$ cat src/rtl/win_sched.sv
`default_nettype none
// +----------------------------------------------------------------------+
// | Module     : win_sched                                               |
// | Description: Round-robin window scheduler. Grants one requester a    |
// |              window of LEN cycles (0 treated as 1), then a one-cycle |
// |              FIN with DONE, then IDLE. ABORT ends a window early.    |
// |              Optional macro WIN_SCHED_TMR_EN triplicates the state,  |
// |              counter, latched length and priority pointer with       |
// |              majority voting and per-cycle scrubbing.                |
// | Revision   : 1.0 - initial release                                   |
// +----------------------------------------------------------------------+
module win_sched #(
  parameter int NREQ  = 4,
  parameter int Width = 8
) (
  input  logic             CLK,
  input  logic             SRST_N,
  input  logic [NREQ-1:0]  REQ,
  input  logic [Width-1:0] LEN,
  input  logic             ABORT,
  output logic [NREQ-1:0]  GNT,
  output logic             BUSY,
  output logic [Width-1:0] CNT,
  output logic             DONE,
  output logic             ABORTED
);

  localparam int PW = $clog2(NREQ);
  localparam logic [PW:0]      c_nreq  = (PW+1)'(NREQ);
  localparam logic [PW:0]      c_onep  = (PW+1)'(1);
  localparam logic [Width-1:0] c_one   = Width'(1);
  localparam logic [NREQ-1:0]  c_bit0  = NREQ'(1);

  typedef enum logic [1:0] {
    ST_IDLE = 2'd0,
    ST_RUN  = 2'd1,
    ST_FIN  = 2'd2
  } state_t;

  // Voted (or single-copy) view of the protected registers
  state_t           w_state;
  logic [Width-1:0] w_cnt;
  logic [Width-1:0] w_len;
  logic [PW-1:0]    w_ptr;

  // Next values of the protected registers
  state_t           w_state_nx;
  logic [Width-1:0] w_cnt_nx;
  logic [Width-1:0] w_len_nx;
  logic [PW-1:0]    w_ptr_nx;

  // Unprotected output registers
  logic [NREQ-1:0]  r_gnt     = '0;
  logic             r_aborted = 1'b0;
  logic [NREQ-1:0]  w_gnt_nx;
  logic             w_aborted_nx;

  // Arbitration helpers
  logic [PW-1:0]    w_win;
  logic [PW:0]      w_inc;

`ifdef WIN_SCHED_TMR_EN
  (* keep = "true" *) logic [1:0]       r_state_a = '0;
  (* keep = "true" *) logic [1:0]       r_state_b = '0;
  (* keep = "true" *) logic [1:0]       r_state_c = '0;
  (* keep = "true" *) logic [Width-1:0] r_cnt_a   = '0;
  (* keep = "true" *) logic [Width-1:0] r_cnt_b   = '0;
  (* keep = "true" *) logic [Width-1:0] r_cnt_c   = '0;
  (* keep = "true" *) logic [Width-1:0] r_len_a   = '0;
  (* keep = "true" *) logic [Width-1:0] r_len_b   = '0;
  (* keep = "true" *) logic [Width-1:0] r_len_c   = '0;
  (* keep = "true" *) logic [PW-1:0]    r_ptr_a   = '0;
  (* keep = "true" *) logic [PW-1:0]    r_ptr_b   = '0;
  (* keep = "true" *) logic [PW-1:0]    r_ptr_c   = '0;

  assign w_state = state_t'((r_state_a & r_state_b) | (r_state_a & r_state_c) | (r_state_b & r_state_c));
  assign w_cnt   = (r_cnt_a & r_cnt_b) | (r_cnt_a & r_cnt_c) | (r_cnt_b & r_cnt_c);
  assign w_len   = (r_len_a & r_len_b) | (r_len_a & r_len_c) | (r_len_b & r_len_c);
  assign w_ptr   = (r_ptr_a & r_ptr_b) | (r_ptr_a & r_ptr_c) | (r_ptr_b & r_ptr_c);

  // Every copy reloads from the voted next value, scrubbing a single upset in one cycle
  always_ff @(posedge CLK) begin
    if (!SRST_N) begin
      r_state_a <= ST_IDLE; r_state_b <= ST_IDLE; r_state_c <= ST_IDLE;
      r_cnt_a   <= '0;      r_cnt_b   <= '0;      r_cnt_c   <= '0;
      r_len_a   <= '0;      r_len_b   <= '0;      r_len_c   <= '0;
      r_ptr_a   <= '0;      r_ptr_b   <= '0;      r_ptr_c   <= '0;
    end else begin
      r_state_a <= w_state_nx; r_state_b <= w_state_nx; r_state_c <= w_state_nx;
      r_cnt_a   <= w_cnt_nx;   r_cnt_b   <= w_cnt_nx;   r_cnt_c   <= w_cnt_nx;
      r_len_a   <= w_len_nx;   r_len_b   <= w_len_nx;   r_len_c   <= w_len_nx;
      r_ptr_a   <= w_ptr_nx;   r_ptr_b   <= w_ptr_nx;   r_ptr_c   <= w_ptr_nx;
    end
  end
`else
  state_t           r_state = ST_IDLE;
  logic [Width-1:0] r_cnt   = '0;
  logic [Width-1:0] r_len   = '0;
  logic [PW-1:0]    r_ptr   = '0;

  assign w_state = r_state;
  assign w_cnt   = r_cnt;
  assign w_len   = r_len;
  assign w_ptr   = r_ptr;

  // Single-copy state register, counter, latched length and priority pointer
  always_ff @(posedge CLK) begin
    if (!SRST_N) begin
      r_state <= ST_IDLE;
      r_cnt   <= '0;
      r_len   <= '0;
      r_ptr   <= '0;
    end else begin
      r_state <= w_state_nx;
      r_cnt   <= w_cnt_nx;
      r_len   <= w_len_nx;
      r_ptr   <= w_ptr_nx;
    end
  end
`endif

  // Round-robin pick: lowest requester at or above the pointer, else lowest overall
  always_comb begin
    w_win = '0;
    for (int i = NREQ-1; i >= 0; i--) begin
      if (REQ[i]) w_win = PW'(i);
    end
    for (int i = NREQ-1; i >= 0; i--) begin
      if (REQ[i] && (PW'(i) >= w_ptr)) w_win = PW'(i);
    end
    w_inc = {1'b0, w_win} + c_onep;
  end

  // Next-state, counter, length latch and grant decode
  always_comb begin
    w_state_nx   = w_state;
    w_cnt_nx     = w_cnt;
    w_len_nx     = w_len;
    w_ptr_nx     = w_ptr;
    w_gnt_nx     = r_gnt;
    w_aborted_nx = 1'b0;
    case (w_state)
      ST_IDLE: begin
        w_cnt_nx = '0;
        w_gnt_nx = '0;
        if (|REQ) begin
          w_state_nx = ST_RUN;
          w_len_nx   = (LEN == '0) ? c_one : LEN;
          w_ptr_nx   = (w_inc == c_nreq) ? '0 : w_inc[PW-1:0];
          w_gnt_nx   = c_bit0 << w_win;
        end
      end
      ST_RUN: begin
        if (ABORT) begin
          w_state_nx   = ST_FIN;
          w_cnt_nx     = '0;
          w_gnt_nx     = '0;
          w_aborted_nx = 1'b1;
        end else if (w_cnt == (w_len - c_one)) begin
          w_state_nx = ST_FIN;
          w_cnt_nx   = '0;
          w_gnt_nx   = '0;
        end else begin
          w_cnt_nx = w_cnt + c_one;
        end
      end
      default: begin
        w_state_nx = ST_IDLE;
        w_cnt_nx   = '0;
        w_gnt_nx   = '0;
      end
    endcase
  end

  // Registered grant and abort qualifier
  always_ff @(posedge CLK) begin
    if (!SRST_N) begin
      r_gnt     <= '0;
      r_aborted <= 1'b0;
    end else begin
      r_gnt     <= w_gnt_nx;
      r_aborted <= w_aborted_nx;
    end
  end

  assign GNT     = r_gnt;
  assign BUSY    = (w_state == ST_RUN);
  assign DONE    = (w_state == ST_FIN);
  assign CNT     = w_cnt;
  assign ABORTED = r_aborted;

endmodule
`default_nettype wire

$ cat config.mk
export PLATFORM = sky130hd
export DESIGN_NAME = win_sched
export DESIGN_NICKNAME = d
export VERILOG_FILES = /design/src/rtl/win_sched.sv
export SDC_FILE = /design/constraint.sdc
export NUM_CORES = 1
export LEC_CHECK = 0
export ABC_AREA = 1
export CAP_MARGIN = 40
export CORE_MARGIN = 2
export CORE_UTILIZATION = 53
export CTS_BUF_LIST = sky130_fd_sc_hd__clkbuf_16
export CTS_CLUSTER_SIZE = 8
export DETAILED_ROUTE_END_ITERATION = 7
export PLACE_DENSITY = 0.95
export SLEW_MARGIN = 20
export SYNTH_ARGS = -nofsm -noshare
export SYNTH_HDL_FRONTEND = slang
export SYNTH_SLANG_ARGS = --single-unit
$ cat constraint.sdc
create_clock -name CLK -period 4.1 [get_ports CLK]
set_input_delay 0.82 -clock CLK [delete_from_list [all_inputs] [get_ports CLK]]
set_output_delay 0.82 -clock CLK [all_outputs]
set_load 0.02 [all_outputs]
Yosys cells after proc, flatten, opt, wreduce, memory -nomap -nowiden. Index checks and enable logic that the tools add are counted. Widths: inputs -> output; s select.

Logic and storage cells: 52. Output and inout bits: 15. Input port bits: 15. Register bits after elaboration: 25.

Shift operators: 1. Equal/unequal tests: 6. Bitwise operators: 2. Multiplexer cells: 19. Order comparisons: 4. Reductions and logical operators: 11. Add/subtract/negate cells: 3.

Operator list (number): $mux 2 (12); $mux 4 (3); $add 8x1->8 const B (1); $eq 8x8->1 (1); $logic_not 8->1 (1); $mux 8 (1); $pmux 4 s2 (1); $reduce_or 4->1 (2); $sub 8x1->8 const B (1); $reduce_and 2->1 (3); $ge 1x2->1 const A (2); $ge 2x2->1 const A (2); $logic_and 1x1->1 (4); $pmux 2 s2 (1); $shl 1x2->4 const A (1); $add 2x1->3 const B (1); $eq 3x3->1 const B (1); $ne 3x2->1 const B (1); $eq 2x1->1 const B (1); $eq 2x2->1 const B (1); $logic_not 2->1 (1); $ne 2x2->1 const B (1); $not 1->1 (2); $mux 1 (1).

Depth between registers and ports, before layout. Gate-level depths: netlist (run 1).

Word-level depth: 11. Gate-level depth with buffers: 12. Depth with buffers taken out: 12.

Least setup slack after synthesis (run 1). Ideal clock, no wire load.

Kind: input to register. Start: input port REQ[2]. End: register r_ptr[1]. Required time: 3981 ps. Arrival: 1819 ps. Path buffers: 0. Setup slack: 2162 ps. Setup time: 119 ps. Stages on the path: 8. Cells stage by stage: inv_1 a21oi_1 a211oi_1 nor3_1 inv_1 ha_1 o21ai_0 a21oi_1.

Word-level cells in the longest chain between the ends: 10. Elaborated cells on any way between the ends: 13. Those cells by class: add/sub (1); eq/ne (1); mux (8); reduce/logical (3).

Ends and longest elaborated chain: from (decl) (RTL line 18) `input logic [NREQ-1:0] REQ,`; $mux 2 (3 in series) (RTL line 126) `if (REQ[i]) w_win = PW'(i);`; $mux 2 (4 in series) (RTL line 129) `if (REQ[i] && (PW'(i) >= w_ptr)) w_win = PW'(i);`; $add 2x1->3 (RTL line 131) `w_inc = {1'b0, w_win} + c_onep;`; $eq 3x3->1 (RTL line 149) `w_ptr_nx = (w_inc == c_nreq) ? '0 : w_inc[PW-1:0];`; $mux 2 (RTL line 149); to (signal assigned) (RTL line 117) `r_ptr <= w_ptr_nx;`; to (decl) (RTL line 99) `logic [PW-1:0] r_ptr = '0;`.

Parallel ways exist; a longest one is shown, timed or not. A chain may end at the register's enable or synchronous reset.

Worst setup path in the final report (run 1). Ends and elaborated chain as after synthesis.

==> summary.txt, run 1 <==
Status
  • Status: finished clean

Synthesis
  • Synth top area share: 36.7%
  • Post-Syn Instances: 195
  • Post-Synth Adder-Cell Area: 5.50%
  • FF+latch count, synth: 25
  • Avg Cell Area, Syn: 6.99 um2
  • Area contributors post-synth: dfxtp_1 (37%), nand2_1 (10%), inv_1 (9.4%)
  • Synth unique cells: 24
  • Synth Cell Area: 1360 um2
  • Yosys warns: 0
  • Synth Area in Simple Gates: 30.9%
  • Synth Area in Compound Gates: 10.0%
  • Xor/xnor share of the synthesized area: 6.42%
  • Largest area contributor in the netlist: dfxtp_1
  • Syn_nets: 216
  • Mux cell area share after synthesis: 0%
  • Seq/Total Area, Yosys: 36.7%
  • Largest family of logic cells by synthesized area: simple AND/OR/NAND/NOR gates

Global routing
  • Vias in the first global route: 1151
  • Overflow after GRT: 0
  • Largest net degree at the start of global routing: 14
  • First-pass GRT wire length: 4810 um
  • Gr usage total: 23.2%
  • Initial antenna violation count: 0

Detailed routing
  • Final WL: 2870 um
  • DR pass1 iterations: 5
  • Mean routed wirelength per cell: 11.2 um
  • Top sig layer: met4
  • Total vias in the final route: 1306
  • Routed length on met2: 1470 um
  • Drt via density: 5.08
  • Wl on met1: 1230 um
  • # DRC: 0
  • Met3 wire len: 105 um
  • 1st-iter DRT viols: 21
  • Post-DRT Antenna Nets: 0

STA
  • Fmax: 416 MHz
  • Final Cycle Share: 58.6%
  • Hold Slack: 483 ps
  • Slew Limit Headroom: 68.4%
  • Final setup margin: 1700 ps
  • Fin. max-slew vios: 0
  • Worst-margin pin slew: 472 ps
  • Final setup fails: 0
  • Unrepaired setup endpoints after global routing: false
  • Setup_tns: 0 ps
  • Final Hold Fails: 0
  • Clock skew: 1.78 ps
  • Fin crit period: 2400 ps

Clocking
  • Post-CTS setup buffer count: 0
  • CTS tree: done
  • Root Driver: clkbuf_16
  • Clock Path Buffers: 2
  • CTS buffer count: 3
  • Hold_buf cts: 0
  • Clock Pin Slew Worst Setup and Hold Paths: 60 ps
  • Resize count post-CTS: 0
  • H-Tree Level Count: 1
  • Worst-Skew Late Latency: 260 ps
  • CTS Sinks: 25

Power and ir drop
  • Pwr/cell area: 407 nW/um2
  • Overall power: 718 uW
  • Leakage power: 0.000793 uW
  • Max rail drop VDD: 331 uV

Cells and area
  • Final core utilization: 71.8%
  • Commonest non-fill, non-tap cells in the layout: nand2_1 (37), inv_1 (35), clkdlybuf4s50_1 (29), nor2_1 (26), dfxtp_1 (25)
  • Share of layout cells above drive strength 1: 7.05%
  • Commonest non-fill, non-tap cell in the layout: nand2_1
  • Layout Nets: 249
  • Diode count: 0
  • Area Overhead vs Synth: 29.3%

Setup path
  • Critical path class: in2reg
  • CP Cell Sequence: clkdlybuf4s50_1 -> inv_1 -> a21oi_1 -> a211oi_1 -> nor3_1 -> inv_1 -> ha_1 -> o21ai_0 -> a21oi_1
  • Slowest-stage cell, CP: clkdlybuf4s50_1
  • Critical Path Source Type: input pin
  • Worst Path Max Fanout: 3
  • Delay-heaviest family, CP: buffers and inverters
  • CP max stage delay: 510 ps
  • Worst EP arrival: 2550 ps
  • Buf+Inv Stages, Crit Path: 3
  • Worst EP required: 4250 ps
  • Crit end category: flip-flop

Floorplan
  • Die area: 2990 um2
  • Starting density of the core: 55.6%
  • # IOs: 30
  • Core box area: 2450 um2
  • Die width: 54.7 um
  • Cell row count: 18
  • Die Y: 54.7 um

Place
  • Buffers on Ports: 29
  • Gpl congestion: 0.831
  • Pre-CTS setup slack: 1420 ps
  • Detailed Place HPWL: 2180 um

Flow run
  • Maxcap violations: 0

Worst hold path
  • Worst min-delay path category: reg2reg
==> cells by family after synthesis <==
family | Yosys count
fa+ha+maj | 6
flops | 25
buf+inv | 37
xor+xnor | 10
compound gates | 25
simple gates | 92
==> state kept, by name, summed over array words and instances (netlist names) <==
| name | count |
|---|---|
| CNT | 8 |
| ABORTED | 1 |
| r_ptr | 2 |
| r_len | 8 |
| GNT | 4 |
| r_state | 2 |
==> area by class of cell <==
| class | instances | area [um2] |
|---|---|---|
| repair buffers | 29 | 290 |
| multi-input cells | 133 | 721 |
| well taps | 30 | 37.5 |
| clock inverters | 1 | 3.75 |
| clock buffers | 3 | 75.1 |
| inverters | 36 | 135 |
| flip-flops and latches | 25 | 500 |
| fillers | 172 | 692 |
==> stage by stage <==
step / area, um2 / std cells
after global placement: 1680 / 253
after detailed placement: 1680 / 253
final: 1760 / 257
after global routing: 1760 / 257
after CTS: 1760 / 257
after floorplan: 1360 / 195
==> routing by layer <==
layer  global-route usage [%]  vias to the layer above
met4                     15.4                        0
met1                     26.7                      581
li1                         -                      682
met3                     4.92                        7
met5                        0                        -
met2                     38.1                       36
==> worst reg2reg max path: stages, from the launching register on <==
cell     delay, ps
dfxtp_1        350
inv_1           90
ha_1           320
nand2_1         60
inv_1           30
nor2_1          80
nand2_1         60
nor2_1         100
nand3_1         80
nor2_1         130
nand2_2        130
nand3_4        150
o21ai_2         70
==> power by group <==
group          internal [uW]  switching [uW]
combinational           83.3             129
clock                    130            84.8
sequential               270            20.7
==> synth_stat cells <==
cell	instances
a211oi_1	1
a21oi_1	11
a41oi_1	1
buf_4	1
dfxtp_1	25
ha_1	6
inv_1	34
inv_2	2
nand2_1	37
nand2_2	1
nand3_1	10
nand3_4	1
nand4_1	6
nor2_1	26
nor2_2	7
nor3_1	1
nor4_1	1
nor4_2	1
o21ai_0	10
o21ai_2	1
o22ai_1	1
or2_1	1
xnor2_1	5
xor2_1	5
==> final timing paths <==
path	slack, ps	startpoint	endpoint	depth (start not counted)
hold / removal	480	GNT[0]$_SDFFE_PN0P_	GNT[0]$_SDFFE_PN0P_	2
setup reg to reg	2340	r_len[0]$_SDFFE_PN0P_	r_state[0]$_SDFFE_PN0P_	12
hold reg to reg	480	GNT[0]$_SDFFE_PN0P_	GNT[0]$_SDFFE_PN0P_	2
setup / recovery	1700	REQ[2]	r_ptr[1]$_SDFFE_PN0P_	9
No activity file was read; power rests on OpenSTA's default activity.
==> run 2: changes to the inputs <==
Settings changed: CORE_UTILIZATION 53 to 49, PLACE_DENSITY 0.95 to 0.9.
Clock period 4.1 ns to 2.4 ns, I/O delays scaled along.
==> run 2 against run 1 <==
Non-clock buffer count did not move. Power rose by 70%. Register-to-register slack got worse by 1700 ps. Die area rose by 7.6%. Clock skew rose by 1.2 ps. Setup slack got worse by 1300 ps. Critical path depth did not move. Global-route usage fell by 5.7 points. Sequential power rose by 71%. Final cell count rose by 0.39%. Wire length fell by 5.6%. Final area barely moved. Critical endpoint unchanged. Largest cell class unchanged.
==> summary.txt, run 2 (synthesized netlist as in run 1, its figures left out) <==
Floorplan
  • Die area: 3220 um2 (+7.6%)
  • Core box area: 2710 um2 (+10%)
  • Die Y: 56.8 um (+3.7%)
  • Cell row count: 19 (+1)
  • # IOs: 30 (unchanged)
  • Starting density of the core: 50.3% (-5.2 points)
  • Die width: 56.8 um (+3.7%)

Clocking
  • Clock Path Buffers: 2 (unchanged)
  • CTS buffer count: 3 (unchanged)
  • Resize count post-CTS: 0 (unchanged)
  • Worst-Skew Late Latency: 260 ps (about the same)
  • Post-CTS setup buffer count: 0 (unchanged)
  • Clock Pin Slew Worst Setup and Hold Paths: 60 ps (about the same)
  • CTS Sinks: 25 (unchanged)
  • H-Tree Level Count: 1 (unchanged)
  • Hold_buf cts: 0 (unchanged)
  • CTS tree: done
  • Root Driver: clkbuf_16

Setup path
  • Worst Path Max Fanout: 3 (unchanged)
  • Worst EP required: 2540 ps (-1710 ps)
  • Crit end category: flip-flop
  • R2r setup slk: 600 ps (-1740 ps)
  • Worst EP arrival: 2140 ps (-410 ps)
  • Critical path class: in2reg
  • Critical Path Source Type: input pin

Detailed routing
  • Total vias in the final route: 1281 (-1.9%)
  • 1st-iter DRT viols: 29 (+38%)
  • # DRC: 0 (unchanged)
  • DR pass1 iterations: 6 (+1)
  • Mean routed wirelength per cell: 10.5 um (-6.0%)
  • Drt via density: 4.97 (-2.3%)
  • Final WL: 2710 um (-5.6%)
  • Post-DRT Antenna Nets: 0 (unchanged)

Cells and area
  • Area Overhead vs Synth: 29.4% (about the same)
  • Commonest non-fill, non-tap cell in the layout: nand2_1
  • Final non-filler cell total: 258 (+0.39%)
  • Multi-input logic area: 721 um2 (unchanged)
  • Register Area: 500 um2 (unchanged)
  • Share of layout cells above drive strength 1: 7.05% (unchanged)
  • Commonest non-fill, non-tap cells in the layout: nand2_1 (37), inv_1 (35), clkdlybuf4s50_1 (29), nor2_1 (26), dfxtp_1 (25)
  • Fillers: 239 (+39%)
  • Diode count: 0 (unchanged)
  • Layout Nets: 249 (unchanged)

STA
  • Final Cycle Share: 83.2%
  • Clock skew: 2.95 ps (+1.17 ps)
  • Final Hold Fails: 0 (unchanged)
  • Fin crit period: 2000 ps
  • Final setup fails: 0 (unchanged)
  • Setup_tns: 0 ps (unchanged)
  • Worst-margin pin slew: 477 ps (+5.03 ps)
  • Unrepaired setup endpoints after global routing: false
  • Fin. max-slew vios: 0 (unchanged)
  • Slew Limit Headroom: 68.1% (-0.34 points)
  • Fmax: 501 MHz

Place
  • Placed insts: 254 (+0.40%)
  • Buffers on Ports: 29 (unchanged)
  • Gpl congestion: 0.852 (+2.5%)
  • Detailed Place HPWL: 1990 um (-8.9%)

Status
  • Status: finished clean

Flow run
  • Maxcap violations: 0 (unchanged)

Worst hold path
  • Worst min-delay path category: reg2reg

Global routing
  • Overflow after GRT: 0 (unchanged)
  • Initial antenna violation count: 0 (unchanged)
  • Gr usage total: 17.4% (-5.7 points)
  • First-pass GRT wire length: 4460 um (-7.2%)
  • Vias in the first global route: 1059 (-8.0%)
  • Largest net degree at the start of global routing: 14 (unchanged)

Power and ir drop
  • Pwr/cell area: 690 nW/um2 (+69%)
  • Overall power: 1220 uW (+70%)
  • Max rail drop VDD: 492 uV (+48%)
  • Leakage power: 0.000793 uW (unchanged)
run 2: cell counts in the layout (fill, tap and decap cells not counted):
No cell type changed its count.
run 2: critical path: stages:
cell             delay, ps
clkdlybuf4s50_1        510
inv_1                   50
a21oi_1                160
a211oi_1                70
nor3_1                 270
inv_1                  110
ha_1                   270
o21ai_0                160
a21oi_1                 60
run 2: path summary, 6_finish.rpt:
check | cells past startpoint | startpoint | to
max | 9 | REQ[2] | r_ptr[1]$_SDFFE_PN0P_
min | 2 | GNT[0]$_SDFFE_PN0P_ | GNT[0]$_SDFFE_PN0P_
max reg2reg | 12 | r_len[0]$_SDFFE_PN0P_ | r_state[0]$_SDFFE_PN0P_
min reg2reg | 2 | GNT[0]$_SDFFE_PN0P_ | GNT[0]$_SDFFE_PN0P_
run 2: metal layers:
layer | GRT usage, % | vias to the layer above | wire, um
li1 | - | 681 | -
met1 | 21.6 | 567 | 1260
met2 | 30.1 | 29 | 1310
met3 | 2.07 | 4 | 95
met4 | 7.97 | 0 | 42
met5 | 0 | - | 0
run 2: through the flow:
| step | setup WS (ps) | instance area (um2) | util, % | hold slack, ps |
|---|---|---|---|---|
| 5_1_grt | 258 | 1760 | 65.1 | 506 |
| 3_5_place_dp | 130 | 1690 | 62.2 | 469 |
| 3_3_place_gp | 205 | 1690 | 62.2 | 462 |
| 6_report | 402 | 1760 | 65.1 | 476 |
| 4_1_cts | 392 | 1760 | 65.1 | 476 |
| 2_1_floorplan | 802 | 1360 | - | 456 |
run 2: power by group:
group	switching [uW]	internal (uW)	total [uW]
Clock	140	223	362
Sequential	35.0	461	496
Combinational	217	142	360
run 2: area by class of cell:
type | count | share of cell area [%]
clock buffers | 3 | 4.26
multi-input cells | 133 | 40.9
clock inverters | 1 | 0.213
flip-flops and latches | 25 | 28.4
inverters | 36 | 7.66
well taps | 31 | 2.20
repair buffers | 29 | 16.5
==> run 3: changes to the inputs <==
Clock period 2.4 ns to 1.9 ns, I/O delays scaled along.
==> run 3 against run 2 <==
Sequential share of layout area is 1.0 points lower. First-iteration DRC count grew 28%. Register-to-register slack got worse by 440 ps. Wire length up 4.3%. Sequential power increased by 27%. Highest routed layer unchanged.
==> summary.txt, run 3 (synthesized netlist as in run 1, its figures left out) <==
Status
  • Status: finished clean

Global routing
  • Overflow after GRT: 0 (unchanged)
  • First-pass GRT wire length: 4570 um (+2.5%)
  • Vias in the first global route: 1112 (+5.0%)
  • Largest net degree at the start of global routing: 14 (unchanged)
  • Initial antenna violation count: 0 (unchanged)
  • Gr usage total: 17.6% (+0.20 points)

Setup path
  • Worst Setup EP: CNT[4]
  • RR Endpoint: GNT[1]$_SDFFE_PN0P_
  • CP Cell Sequence: clkdlybuf4s50_1
  • Buf+Inv Stages, Crit Path: 1 (-2)
  • Crit. path cell count: 1 (-8)
  • R2r setup slk: 160 ps (-440 ps)
  • Reg2Reg Depth: 11 (-1)
  • Worst EP required: 1520 ps (-1020 ps)
  • Worst Path Max Fanout: 7 (+4)
  • Worst reg2reg startpoint: r_len[0]$_SDFFE_PN0P_
  • Worst EP arrival: 1360 ps (-780 ps)
  • Slowest-stage cell, CP: clkdlybuf4s50_1
  • Setup crit start: CNT[4]$_SDFF_PP0_
  • CP max stage delay: 650 ps (+140 ps)
  • Critical Path Source Type: flip-flop
  • Delay-heaviest family, CP: buffers and inverters
  • Crit end category: output port
  • Critical path class: reg2out

STA
  • Fin crit period: 1740 ps
  • Fin. max-slew vios: 0 (unchanged)
  • Hold Slack: 473 ps (-2.89 ps)
  • Worst-margin pin slew: 716 ps (+239 ps)
  • Final setup margin: 156 ps (-246 ps)
  • Final Cycle Share: 91.8%
  • Clock skew: 1.57 ps (-1.38 ps)
  • Unrepaired setup endpoints after global routing: false
  • Setup_tns: 0 ps (unchanged)
  • Final setup fails: 0 (unchanged)
  • Final Hold Fails: 0 (unchanged)
  • Slew Limit Headroom: 52.1% (-16 points)
  • Fmax: 573 MHz

Power and ir drop
  • Pwr/cell area: 860 nW/um2 (+25%)
  • Leakage power: 0.000829 uW (+4.6%)
  • Overall power: 1580 uW (+30%)
  • Max rail drop VDD: 740 uV (+50%)

Clocking
  • Clock Pin Slew Worst Setup and Hold Paths: 60 ps (about the same)
  • H-Tree Level Count: 1 (unchanged)
  • Root Driver: clkbuf_16
  • Clock Path Buffers: 2 (unchanged)
  • CTS tree: done
  • Post-CTS setup buffer count: 0 (unchanged)
  • Worst-Skew Late Latency: 250 ps (about the same)
  • CTS Sinks: 25 (unchanged)
  • CTS buffer count: 3 (unchanged)

Cells and area
  • Commonest non-fill, non-tap cell in the layout: nand2_1
  • Diode count: 0 (unchanged)
  • Fillers: 224 (-6.3%)
  • Share of layout cells above drive strength 1: 11.9% (+4.9 points)
  • Final core utilization: 67.9% (+2.8 points)
  • Commonest non-fill, non-tap cells in the layout: nand2_1 (37), inv_1 (34), clkdlybuf4s50_1 (29), nor2_1 (26), dfxtp_1 (23)
  • Register Area: 503 um2 (+0.50%)
  • Layout Nets: 257 (+3.2%)
  • Multi-input logic area: 741 um2 (+2.8%)
  • Area Overhead vs Synth: 34.9%

Floorplan
  • Die area: 3220 um2 (unchanged)
  • Starting density of the core: 50.3% (unchanged)
  • Die Y: 56.8 um (unchanged)
  • Die width: 56.8 um (unchanged)
  • Cell row count: 19 (unchanged)
  • # IOs: 30 (unchanged)
  • Core box area: 2710 um2 (unchanged)

Place
  • Gpl congestion: 0.869 (+2.0%)
  • Pre-CTS setup slack: -117 ps (-246 ps)
  • Buffers on Ports: 29 (unchanged)
  • Detailed Place HPWL: 2030 um (+1.8%)

Worst hold path
  • Worst min-delay path category: reg2reg

Detailed routing
  • Final WL: 2820 um (+4.3%)
  • Mean routed wirelength per cell: 10.6 um (+1.1%)
  • # DRC: 0 (unchanged)
  • DR pass1 iterations: 4 (-2)
  • Total vias in the final route: 1329 (+3.7%)
  • 1st-iter DRT viols: 37 (+28%)
  • Drt via density: 5.00 (+0.63%)
  • Post-DRT Antenna Nets: 0 (unchanged)

Flow run
  • Maxcap violations: 0 (unchanged)
[run 3: area by class of cell]
type	count	area share [%]
clock buffer	3	4.08
clock inverter	1	0.204
multi-input combinational	134	40.3
sequential	25	27.3
tap	31	2.11
timing repair buffer	36	18.6
inverter	36	7.35
[run 3: how the worst min path moves through the flow]
stage	from	to	slack, ps	cells after the start
finish	GNT[2]$_SDFFE_PN0P_	GNT[2]$_SDFFE_PN0P_	470	2
detailed placement	GNT[2]$_SDFFE_PN0P_	GNT[2]$_SDFFE_PN0P_	460	2
floorplan	r_len[5]$_SDFFE_PN0P_	r_len[5]$_SDFFE_PN0P_	460	2
CTS	GNT[2]$_SDFFE_PN0P_	GNT[2]$_SDFFE_PN0P_	470	2
global placement	GNT[3]$_SDFFE_PN0P_	GNT[3]$_SDFFE_PN0P_	460	2
global route	GNT[3]$_SDFFE_PN0P_	GNT[3]$_SDFFE_PN0P_	500	2
[run 3: where the power goes]
part           switching (uW)  leakage, uW  total, uW  internal [uW]
registers                44.6     0.000206        628            584
clock network             174    0.0000423        455            281
logic                     287     0.000582        498            211
total                     506     0.000829       1580           1080
[run 3: stage by stage]
step / area, um2 / instances
floorplan: 1360 / 195
finish: 1840 / 266
CTS: 1820 / 265
detailed placement: 1740 / 261
global route: 1840 / 266
global placement: 1740 / 261
[run 3: metal layers]
layer | vias to the layer above | global-route usage, % | routed length (um)
met4 | 0 | 5.98 | 45
met5 | - | 0 | 0
li1 | 707 | - | -
met2 | 31 | 30.9 | 1370
met1 | 585 | 22.3 | 1280
met3 | 6 | 2.07 | 123
[run 3: repair_timing]
action / in CTS / in global routing
endpoints found under the setup margin: 0 / 12
hold buffers: 0 / 0
gates resized for setup: 0 / 5
